$ cat config.mk
export PLATFORM = sky130hd
export DESIGN_NAME = addr_gen_unit
export DESIGN_NICKNAME = d
export VERILOG_FILES = /design/src/rtl/addr_gen_unit.sv
export SDC_FILE = /design/constraint.sdc
export NUM_CORES = 1
export LEC_CHECK = 0
export ABC_AREA = 1
export CAP_MARGIN = 20
export CORE_MARGIN = 2
export CORE_UTILIZATION = 52
export DETAILED_ROUTE_END_ITERATION = 8
export PLACE_DENSITY = 0.85
export SLEW_MARGIN = 0
export SYNTH_ARGS = -nofsm -noshare
export SYNTH_HDL_FRONTEND = slang
export SYNTH_SLANG_ARGS = --single-unit
$ cat constraint.sdc
create_clock -name CLK -period 3.6 [get_ports CLK]
set_clock_uncertainty 0.05 [all_clocks]
set_input_delay 0.36 -clock CLK [delete_from_list [all_inputs] [get_ports CLK]]
set_output_delay 0.36 -clock CLK [all_outputs]
set_load 0.1 [all_outputs]
$ cat src/rtl/addr_gen_unit.sv
// Effective-address generator for a 6502-class datapath: absolute, indexed, zero-page,
// indirect, relative and stack addressing with page-cross detection and pointer fetches.
module addr_gen_unit #(
    parameter int                DATA_W       = 8,
    parameter int                ADDR_W       = 16,
    parameter logic [DATA_W-1:0] STACK_PAGE   = 8'h01,
    parameter logic [DATA_W-1:0] SP_RESET     = 8'hFF,
    parameter bit                PAGE_PENALTY = 1'b1
) (
    input  logic              CLK,
    input  logic              RST_N,
    input  logic              start,
    input  logic [2:0]        mode,
    input  logic              stack_pop,
    input  logic [DATA_W-1:0] op_lo,
    input  logic [DATA_W-1:0] op_hi,
    input  logic [DATA_W-1:0] idx_x,
    input  logic [DATA_W-1:0] idx_y,
    input  logic [ADDR_W-1:0] pc,
    output logic              mem_req,
    output logic [ADDR_W-1:0] mem_addr,
    input  logic              mem_ack,
    input  logic [DATA_W-1:0] mem_rdata,
    output logic [ADDR_W-1:0] ea,
    output logic              ea_valid,
    output logic              page_cross,
    output logic              busy,
    output logic [DATA_W-1:0] sp
);

    typedef enum logic [2:0] {
        M_ABS   = 3'd0,
        M_ABS_X = 3'd1,
        M_ABS_Y = 3'd2,
        M_ZP_X  = 3'd3,
        M_IND   = 3'd4,
        M_IND_Y = 3'd5,
        M_REL   = 3'd6,
        M_STACK = 3'd7
    } mode_e;

    typedef enum logic [1:0] {IDLE, RD_LO, RD_HI, FIX} state_e;

    localparam logic [DATA_W-1:0] ZERO_BYTE = '0;

    state_e            state;
    logic              ind_y_q;
    logic [DATA_W-1:0] ptr_hi_q;
    logic [DATA_W-1:0] op_lo_q;
    logic [DATA_W-1:0] idx_y_q;
    logic [DATA_W-1:0] lo_byte_q;
    logic [ADDR_W-1:0] fix_ea_q;

    mode_e             mode_in;
    logic [DATA_W-1:0] idx_sel;
    logic [DATA_W:0]   abs_lo_sum;
    logic [ADDR_W-1:0] abs_sum;
    logic [ADDR_W-1:0] rel_sum;
    logic              rel_cross;
    logic [DATA_W-1:0] zp_lo;
    logic [DATA_W:0]   ptr_lo_sum;
    logic [ADDR_W-1:0] ptr_sum;
    logic [DATA_W-1:0] sp_inc;
    logic [DATA_W-1:0] sp_dec;

    assign mode_in    = mode_e'(mode);
    assign idx_sel    = (mode_in == M_ABS_Y) ? idx_y : idx_x;
    assign abs_lo_sum = {1'b0, op_lo} + {1'b0, idx_sel};
    assign abs_sum    = {op_hi, op_lo} + {ZERO_BYTE, idx_sel};
    assign rel_sum    = pc + {{DATA_W{op_lo[DATA_W-1]}}, op_lo};
    assign rel_cross  = rel_sum[ADDR_W-1:DATA_W] != pc[ADDR_W-1:DATA_W];
    assign zp_lo      = op_lo + idx_x;
    // Indirect-indexed pointer: high byte arrives on mem_rdata in the RD_HI ack cycle.
    assign ptr_lo_sum = {1'b0, lo_byte_q} + {1'b0, idx_y_q};
    assign ptr_sum    = {mem_rdata, lo_byte_q} + {ZERO_BYTE, idx_y_q};
    assign sp_inc     = sp + DATA_W'(1);
    assign sp_dec     = sp - DATA_W'(1);

    assign busy = (state != IDLE);

    // NOTE: sequential state uses non-blocking assignments so every register samples
    // pre-edge values; blocking here would create order-dependent simulation races.
    always_ff @(posedge CLK or negedge RST_N) begin
        if (!RST_N) begin
            state      <= IDLE;
            ea         <= '0;
            ea_valid   <= 1'b0;
            page_cross <= 1'b0;
            mem_req    <= 1'b0;
            mem_addr   <= '0;
            sp         <= SP_RESET;
            ind_y_q    <= 1'b0;
            ptr_hi_q   <= '0;
            op_lo_q    <= '0;
            idx_y_q    <= '0;
            lo_byte_q  <= '0;
            fix_ea_q   <= '0;
        end else begin
            ea_valid <= 1'b0;
            case (state)
                IDLE: begin
                    if (start) begin
                        op_lo_q <= op_lo;
                        idx_y_q <= idx_y;
                        case (mode_in)
                            M_ABS: begin
                                ea         <= {op_hi, op_lo};
                                page_cross <= 1'b0;
                                ea_valid   <= 1'b1;
                            end
                            M_ABS_X, M_ABS_Y: begin
                                if (abs_lo_sum[DATA_W] && PAGE_PENALTY) begin
                                    fix_ea_q <= abs_sum;
                                    state    <= FIX;
                                end else begin
                                    ea         <= abs_sum;
                                    page_cross <= abs_lo_sum[DATA_W];
                                    ea_valid   <= 1'b1;
                                end
                            end
                            M_ZP_X: begin
                                ea         <= {ZERO_BYTE, zp_lo};
                                page_cross <= 1'b0;
                                ea_valid   <= 1'b1;
                            end
                            M_IND, M_IND_Y: begin
                                ind_y_q  <= (mode_in == M_IND_Y);
                                ptr_hi_q <= (mode_in == M_IND_Y) ? ZERO_BYTE : op_hi;
                                mem_addr <= {(mode_in == M_IND_Y) ? ZERO_BYTE : op_hi, op_lo};
                                mem_req  <= 1'b1;
                                state    <= RD_LO;
                            end
                            M_REL: begin
                                ea         <= rel_sum;
                                page_cross <= rel_cross;
                                ea_valid   <= 1'b1;
                            end
                            M_STACK: begin
                                if (stack_pop) begin
                                    sp <= sp_inc;
                                    ea <= {STACK_PAGE, sp_inc};
                                end else begin
                                    sp <= sp_dec;
                                    ea <= {STACK_PAGE, sp};
                                end
                                page_cross <= 1'b0;
                                ea_valid   <= 1'b1;
                            end
                            default: ;
                        endcase
                    end
                end
                RD_LO: begin
                    if (mem_ack) begin
                        lo_byte_q <= mem_rdata;
                        // Low byte wraps inside the page: NMOS JMP (ind) behaviour.
                        mem_addr  <= {ptr_hi_q, op_lo_q + DATA_W'(1)};
                        state     <= RD_HI;
                    end
                end
                RD_HI: begin
                    if (mem_ack) begin
                        mem_req <= 1'b0;
                        if (!ind_y_q) begin
                            ea         <= {mem_rdata, lo_byte_q};
                            page_cross <= 1'b0;
                            ea_valid   <= 1'b1;
                            state      <= IDLE;
                        end else if (ptr_lo_sum[DATA_W] && PAGE_PENALTY) begin
                            fix_ea_q <= ptr_sum;
                            state    <= FIX;
                        end else begin
                            ea         <= ptr_sum;
                            page_cross <= ptr_lo_sum[DATA_W];
                            ea_valid   <= 1'b1;
                            state      <= IDLE;
                        end
                    end
                end
                FIX: begin
                    ea         <= fix_ea_q;
                    page_cross <= 1'b1;
                    ea_valid   <= 1'b1;
                    state      <= IDLE;
                end
                default: state <= IDLE;
            endcase
        end
    end

endmodule

==> results of run 1 <==
## worst register-to-register path: cells and delay by family (launching register included)
kind | cells | cell delay (ps)
simple gates | 6 | 760
compound gates | 4 | 650
fa+ha+maj | 2 | 600
flops | 1 | 380
buf+inv | 2 | 270
## cells in the final DEF (no fill, tap or decap), drive strengths merged, types with 2 or more instances in the layout
cell type      count
nor3              12
and2               2
o21a               8
clkdlybuf4s50    105
a22oi              2
o21bai             3
nand4             14
dfrtp             86
nand3             85
xnor2              9
clkinv             7
dfstp              8
o221ai             2
nand2            340
nor2             105
buf               20
nand3b             6
o21ai            105
inv              149
o31ai              3
o22ai              3
xor2              14
o2111ai            2
a21boi             3
a31oi             10
o211ai            14
ha                43
fa                 4
clkbuf             9
a21oi            100
or2                2
## registers in the layout (all words and copies together), names as in the netlist
| name | cells |
|---|---|
| ea | 16 |
| ea_valid | 1 |
| fix_ea_q | 16 |
| idx_y_q | 8 |
| ind_y_q | 1 |
| lo_byte_q | 8 |
| mem_addr | 16 |
| mem_req | 1 |
| op_lo_q | 8 |
| page_cross | 1 |
| ptr_hi_q | 8 |
| sp | 8 |
| state | 2 |
## synth_stat cells, types with 4 or more instances
master,number,area (um2)
nand2_1,339,1270
inv_1,138,518
nor2_1,99,372
o21ai_0,99,495
a21oi_1,96,480
dfrtp_1,86,2150
nand3_1,84,420
ha_1,43,538
clkbuf_1,15,56.3
nand4_1,14,87.6
o211ai_1,14,105
xor2_1,14,123
nor3_1,12,60.1
a31oi_1,10,62.6
buf_2,10,50.1
inv_2,9,33.8
xnor2_1,9,78.8
dfstp_2,8,210
o21a_1,8,60.1
nand3b_1,6,45.0
o21ai_1,5,25.0
fa_1,4,80.1
## routing by layer
layer  part of all wire  track usage  wire length, um  vias up
met5                  0            0                0        -
met4              0.050        0.148             1200        0
met3               0.10       0.0612             2440       98
met2               0.44        0.482            10700      437
met1               0.40        0.416             9720     3814
li1                   -            -                -     4065
## logic make-up (layout without fill, tap and decap cells)
group | Yosys count | after routing | synth area share
flops | 94 | 94 | 0.306
buf+inv | 181 | 291 | 0.0920
compound gates | 258 | 258 | 0.187
fa+ha+maj | 47 | 47 | 0.0802
simple gates | 567 | 567 | 0.308
xor+xnor | 23 | 23 | 0.0261
## worst min path at each step
stage,endpoint,depth (start not counted),start,slack (ps)
after floorplan,ea[0],0,RST_N,10
after global placement,op_lo_q[6],2,RST_N,390
after detailed placement,ea[2],2,RST_N,410
after CTS,mem_addr[5],2,RST_N,30
after global routing,mem_addr[7],2,RST_N,10
final,op_lo_q[6],2,RST_N,-30
## area by class of cell
type / count / share of cell area
Inverter: 150 / 0.0612
Clock buffer: 9 / 0.0242
Clock inverter: 7 / 0.00605
Sequential cell: 94 / 0.254
Multi-Input combinational cell: 895 / 0.499
Timing Repair Buffer: 125 / 0.130
Tap cell: 184 / 0.0248
## metrics by stage
step / utilization / power, mW / std cells / hold slack, ps / setup slack, ps
finish: 0.640 / 8.09 / 1464 / -27.4 / 302
global route: 0.640 / 8.58 / 1464 / 12.1 / 47.5
CTS: 0.639 / 8.02 / 1464 / 26.0 / 323
detailed placement: 0.620 / 7.08 / 1448 / 412 / -21.2
global placement: 0.620 / 6.96 / 1448 / 394 / 120
floorplan: - / 5.78 / 1170 / 14.4 / 675
## power by group through the flow
| stage | logic (mW) | registers (mW) | clock network (mW) |
|---|---|---|---|
| final | 5.16 | 2.00 | 0.930 |
| after global routing | 5.55 | 2.06 | 0.975 |
| after CTS | 5.10 | 1.99 | 0.931 |
| after detailed placement | 5.08 | 2.00 | 0 |
| after global placement | 4.97 | 2.00 | 0 |
| after floorplan | 2.27 | 3.50 | 0 |
==> flow_summary_export.csv, run 1 <==
group,metric,value,unit
clock_network,clockBufferDepth,2,
setup_path,regToRegSetupSlack,800,ps
timing,finalSetupTns,0,ps
timing,hold_viol,6,
setup_path,worst_path_dominant_cell_family,"compound AO/OA/AOI/OAI gates",
placed_design,io_buffer_count,107,
timing,hold_ws,-27.4,ps
layout,seqCellArea,2360,um2
routing,num_vias,8414,
layout,antenna_cells,0,
setup_path,end_kind,"register",
setup_path,r2r-start,"idx_y_q[0]",
outcome,failed_checks,"negative hold slack",
pwr,p_switching,4.58,mW
floorplanning,io_pins,108,
setup_path,cp_slowest_cell,"clkdlybuf4s50_1",
logic_synthesis,avgSynthCellArea,6.59,um2
layout,fillers,1314,
floorplanning,dieArea,15800,um2
setup_path,cp.required,3800,ps
hold_path,min_path_type,"in -> async",
timing,tightestPinTransition,997,ps
floorplanning,rows,44,
placed_design,place_hpwl,18800,um
pwr,ir_worst_vdd,0.000518,V
clock_network,clkLatencyLatePin,370,ps
timing,setup_viol,0,
logic_synthesis,synth_cell_types,49,
pwr,p_int,3.50,mW
clock_network,cts_hold_buf,0,
setup_path,path_buf_inv,3,
timing,fmax,0.303,GHz
pwr,powerDensity,870,nW/um2
pwr,combPwrFrac,0.637,
grt,antenna_found_initial,0,
routing,wl_per_cell,16.4,um
placed_design,placed_cell_area,9010,um2
logic_synthesis,syn_area,7710,um2
layout,finalInstanceArea,9300,um2
clock_network,h-tree-depth,3,
clock_network,post_cts_resized,0,
setup_path,arrival,3500,ps
timing,final.min_clock_period,3300,ps
setup_path,cp_max_fo,20,
layout,area_growth,20.7,%
floorplanning,fp.dieW,126,um
layout,nNetsFinal,1386,
setup_path,critPathMaxStageDelay,500,ps
setup_path,crit_end,"fix_ea_q[9]",
routing,ant_nets,0,
floorplanning,die_y,126,um
clock_network,cts.sinks,94,
logic_synthesis,async_flop_share,1.00,
clock_network,cts_tree,"yes",
pwr,seq_power_share,0.248,
logic_synthesis,ys_seq_area_frac,0.306,
logic_synthesis,netlist_instances,1170,
clock_network,postCtsSetupBuffers,0,
floorplanning,floorplan.initialDensity,0.530,
grt,gr-usage-all-layers,0.310,
setup_path,crit_path_start_kind,"input port",
grt,grt_max_degree,95,
clock_network,cts.clk_slew.worst_paths,70,ps
outcome,status,"finished with violations",
grt,grt.overflow.total,0,
routing,avgViaCountPerCell,5.75,
grt,grt_pass1_wl,39200,um
logic_synthesis,synth-edff-count,0,
floorplanning,core,14500,um2
routing,drt_wl_total,24000,um
clock_network,cts_buffers,9,
routing,dr.pass1.iters,6,
grt,grt_pass1_vias,7843,
setup_path,crit_cells,17,
setup_path,worst_path_most_repeated_cell,"nand2_1",
timing,period_share,0.916,
timing,rsz0062_at_grt,"false",
clock_network,cts_root_buffer,"clkbuf_16",
pwr,leakage,4.51,nW
setup_path,r2r-end,"fix_ea_q[9]",
job,cap_violations,0,
pwr,sw_frac_of_total,0.567,
placed_design,place.gp.congestion,0.974,
routing,drc,0,
logic_synthesis,synth_ff_type,"dfrtp_1",
setup_path,setup.worst_path.class,"in -> reg",
pwr,clkPwrFrac,0.115,
timing,final_max_slew_viol_count,0,
layout,layout-drive-gt1-share,0.0539,
layout,multi_input_area,4640,um2
setup_path,reg2reg_depth,14,
routing,drt_iter0_drc,903,
logic_synthesis,synth_nets,1281,
logic_synthesis,synth.ff_latch_count,94,
timing,relSlewSlack,0.333,
setup_path,crit_path_start,"mode[0]",
logic_synthesis,ys_warn_count,0,
setup_path,path_cells,"clkdlybuf4s50_1, nor2_1, nand2_1, o21ai_0, ha_1, inv_1, fa_1, o21ai_1, nand3_1, nand2_1, nand2_1, a21oi_1, nand2_1, clkinv_2, o21ai_1, a21oi_1, nor2_1",
Power figures use the tool's default switching activity.
==> run 2, diff against run 1 <==
Settings changed: HOLD_SLACK_MARGIN set to 0.02, PLACE_DENSITY 0.85 to 0.76.
==> run 2 against run 1 <==
The run now ends clean. Clock power increased by 8%. Power up 1.3%. Sequential share of layout area fell by 0.20 points. Highest routed layer unchanged.
==> flow_summary_export.csv, run 2 (synthesis results as in run 1) <==
group,metric,value,unit
outcome,status,"complete, no violations",
setup_path,r2r-start,"idx_y_q[0]",
layout,layout_commonest_cell,"nand2_1",
routing,dr.pass1.iters,7,
pwr,ir_worst_vdd,0.000736,V
setup_path,regToRegSetupSlack,930,ps
routing,ant_nets,0,
timing,hold_viol,0,
routing,wl_met3,1790,um
grt,gr-usage-all-layers,0.320,
timing,tightestPinTransition,983,ps
layout,most-common-layout-cells,"339 x nand2_1, 138 x inv_1, 105 x clkdlybuf4s50_1",
layout,nNetsFinal,1395,
routing,drt_iter0_drc,727,
setup_path,worst_path_most_repeated_cell,"nand2_1",
clock_network,clockBufferDepth,2,
routing,avgViaCountPerCell,5.63,
hold_path,min_path_type,"reg -> reg",
floorplanning,core,14500,um2
timing,final_max_slew_viol_count,0,
layout,top_regs,"ea: 16 flops, fix_ea_q: 16 flops, mem_addr: 16 flops",
setup_path,end_kind,"register",
grt,antenna_found_initial,0,
routing,m1WireLength,11100,um
clock_network,h-tree-depth,3,
timing,setup_viol,0,
floorplanning,floorplan.initialDensity,0.530,
clock_network,cts_tree,"yes",
pwr,sw_frac_of_total,0.558,
timing,setup_slack,418,ps
floorplanning,die_y,126,um
placed_design,io_buffer_count,107,
pwr,powerDensity,874,nW/um2
setup_path,setup.worst_path.class,"in -> reg",
layout,layout-drive-gt1-share,0.0597,
timing,finalSetupTns,0,ps
layout,area_growth,21.6,%
pwr,seq_power_share,0.243,
setup_path,critPathMaxStageDelay,490,ps
floorplanning,io_pins,108,
routing,drt_wl_total,25000,um
setup_path,cp_max_fo,10,
grt,grt_pass1_wl,40400,um
timing,rsz0062_at_grt,"false",
grt,grt_pass1_vias,7726,
placed_design,place_hpwl,19800,um
clock_network,clkLatencyLatePin,350,ps
timing,relSlewSlack,0.343,
clock_network,cts.clk_slew.worst_paths,70,ps
setup_path,cp.required,3780,ps
setup_path,crit_end,"ea[6]",
routing,drc,0,
layout,seqCellArea,2360,um2
layout,multi_input_area,4640,um2
pwr,p_int,3.62,mW
floorplanning,dieArea,15800,um2
job,cap_violations,0,
routing,topRoutingLayerUsed,"met4",
pwr,clkPwrFrac,0.122,
setup_path,path_cells,"clkdlybuf4s50_1, inv_1, nor2_1, nand2_1, buf_4, o21ai_0, ha_1, a21oi_1, a21boi_0, nand2_1, nand2_1, nand3_1, nand3_2, inv_2, nor3_1, a21oi_1",
placed_design,dp_slack,131,ps
setup_path,crit_path_start,"mode[1]",
timing,fmax,0.314,GHz
floorplanning,fp.dieW,126,um
pwr,combPwrFrac,0.634,
routing,num_vias,8295,
layout,fillers,1383,
placed_design,place.gp.congestion,1.01,
pwr,p_switching,4.58,mW
setup_path,crit_path_start_kind,"input port",
timing,period_share,0.884,
setup_path,reg2reg_depth,14,
setup_path,cp_slowest_cell,"clkdlybuf4s50_1",
clock_network,cts_root_buffer,"clkbuf_16",
setup_path,arrival,3360,ps
setup_path,r2r-end,"ea[13]",
routing,wl_per_cell,17.0,um
grt,grt.overflow.total,0,
pwr,leakage,4.56,nW
clock_network,cts_buffers,9,
routing,dr_wl_met2,11500,um
layout,antenna_cells,0,
floorplanning,rows,44,
clock_network,cts.sinks,94,
timing,final.min_clock_period,3180,ps
grt,grt_max_degree,47,
run 2: cell count changes in the layout (fill, tap and decap cells not counted), sizes merged:
| cell | before | now |
|---|---|---|
| dlygate4sd3 | 0 | 1 |
| buf | 20 | 28 |
| bufinv | 0 | 1 |
| inv | 149 | 148 |
| clkbuf | 9 | 10 |
| clkinvlp | 1 | 2 |
| clkinv | 7 | 5 |
run 2: what timing repair did:
| action | in CTS | in global routing |
|---|---|---|
| setup buffers | 0 | 0 |
| endpoints found under the hold margin | 39 | 0 |
| gates resized for setup | 0 | 0 |
| hold buffers | 1 | 0 |
run 2: per-layer routing:
| metal | vias up | GRT usage |
|---|---|---|
| met5 | - | 0 |
| met4 | 0 | 0.0905 |
| met3 | 45 | 0.0480 |
| met2 | 341 | 0.520 |
| met1 | 3828 | 0.447 |
| li1 | 4081 | - |
run 2: stage by stage:
step	utilization	instances	hold WS [ps]	area [um2]	total power, mW
3_3_place_gp	0.623	1456	354	9060	7.09
4_1_cts	0.645	1473	443	9380	8.17
3_5_place_dp	0.623	1456	356	9060	7.14
5_1_grt	0.645	1473	458	9380	8.71
6_report	0.645	1473	436	9380	8.20
2_1_floorplan	-	1170	14.4	7710	5.78
run 2: how the worst min path moves through the flow:
stage / startpoint / endpoint / slack, ps / cells after the start
2_1_floorplan: RST_N / ea[0] / 10 / 0
3_3_place_gp: RST_N / op_lo_q[6] / 350 / 1
3_5_place_dp: RST_N / op_lo_q[6] / 360 / 1
4_1_cts: mem_addr[6] / mem_addr[6] / 440 / 2
5_1_grt: mem_addr[11] / mem_addr[11] / 460 / 1
6_report: mem_addr[0] / mem_addr[0] / 440 / 2
run 2: final cells by class:
class,count,area share
flip-flops and latches,94,0.252
well taps,184,0.0246
clock buffers,10,0.0255
repair buffers,134,0.136
inverters,150,0.0603
multi-input cells,895,0.495
clock inverters,6,0.00761
run 2: power groups by stage:
stage	clock [mW]	sequential (mW)	combinational, mW
6_report	1.00	1.99	5.20
3_3_place_gp	0	1.99	5.09
4_1_cts	1.01	1.99	5.17
2_1_floorplan	0	3.50	2.27
5_1_grt	1.05	2.05	5.61
3_5_place_dp	0	2.00	5.15
run 2: critical path: cells and delay by family:
family | cells | cell delay (ps)
and+or+nand+nor | 7 | 1040
adders and majority gates | 1 | 330
AOI/OAI and AO/OA | 4 | 730
buffers and inverters | 4 | 900
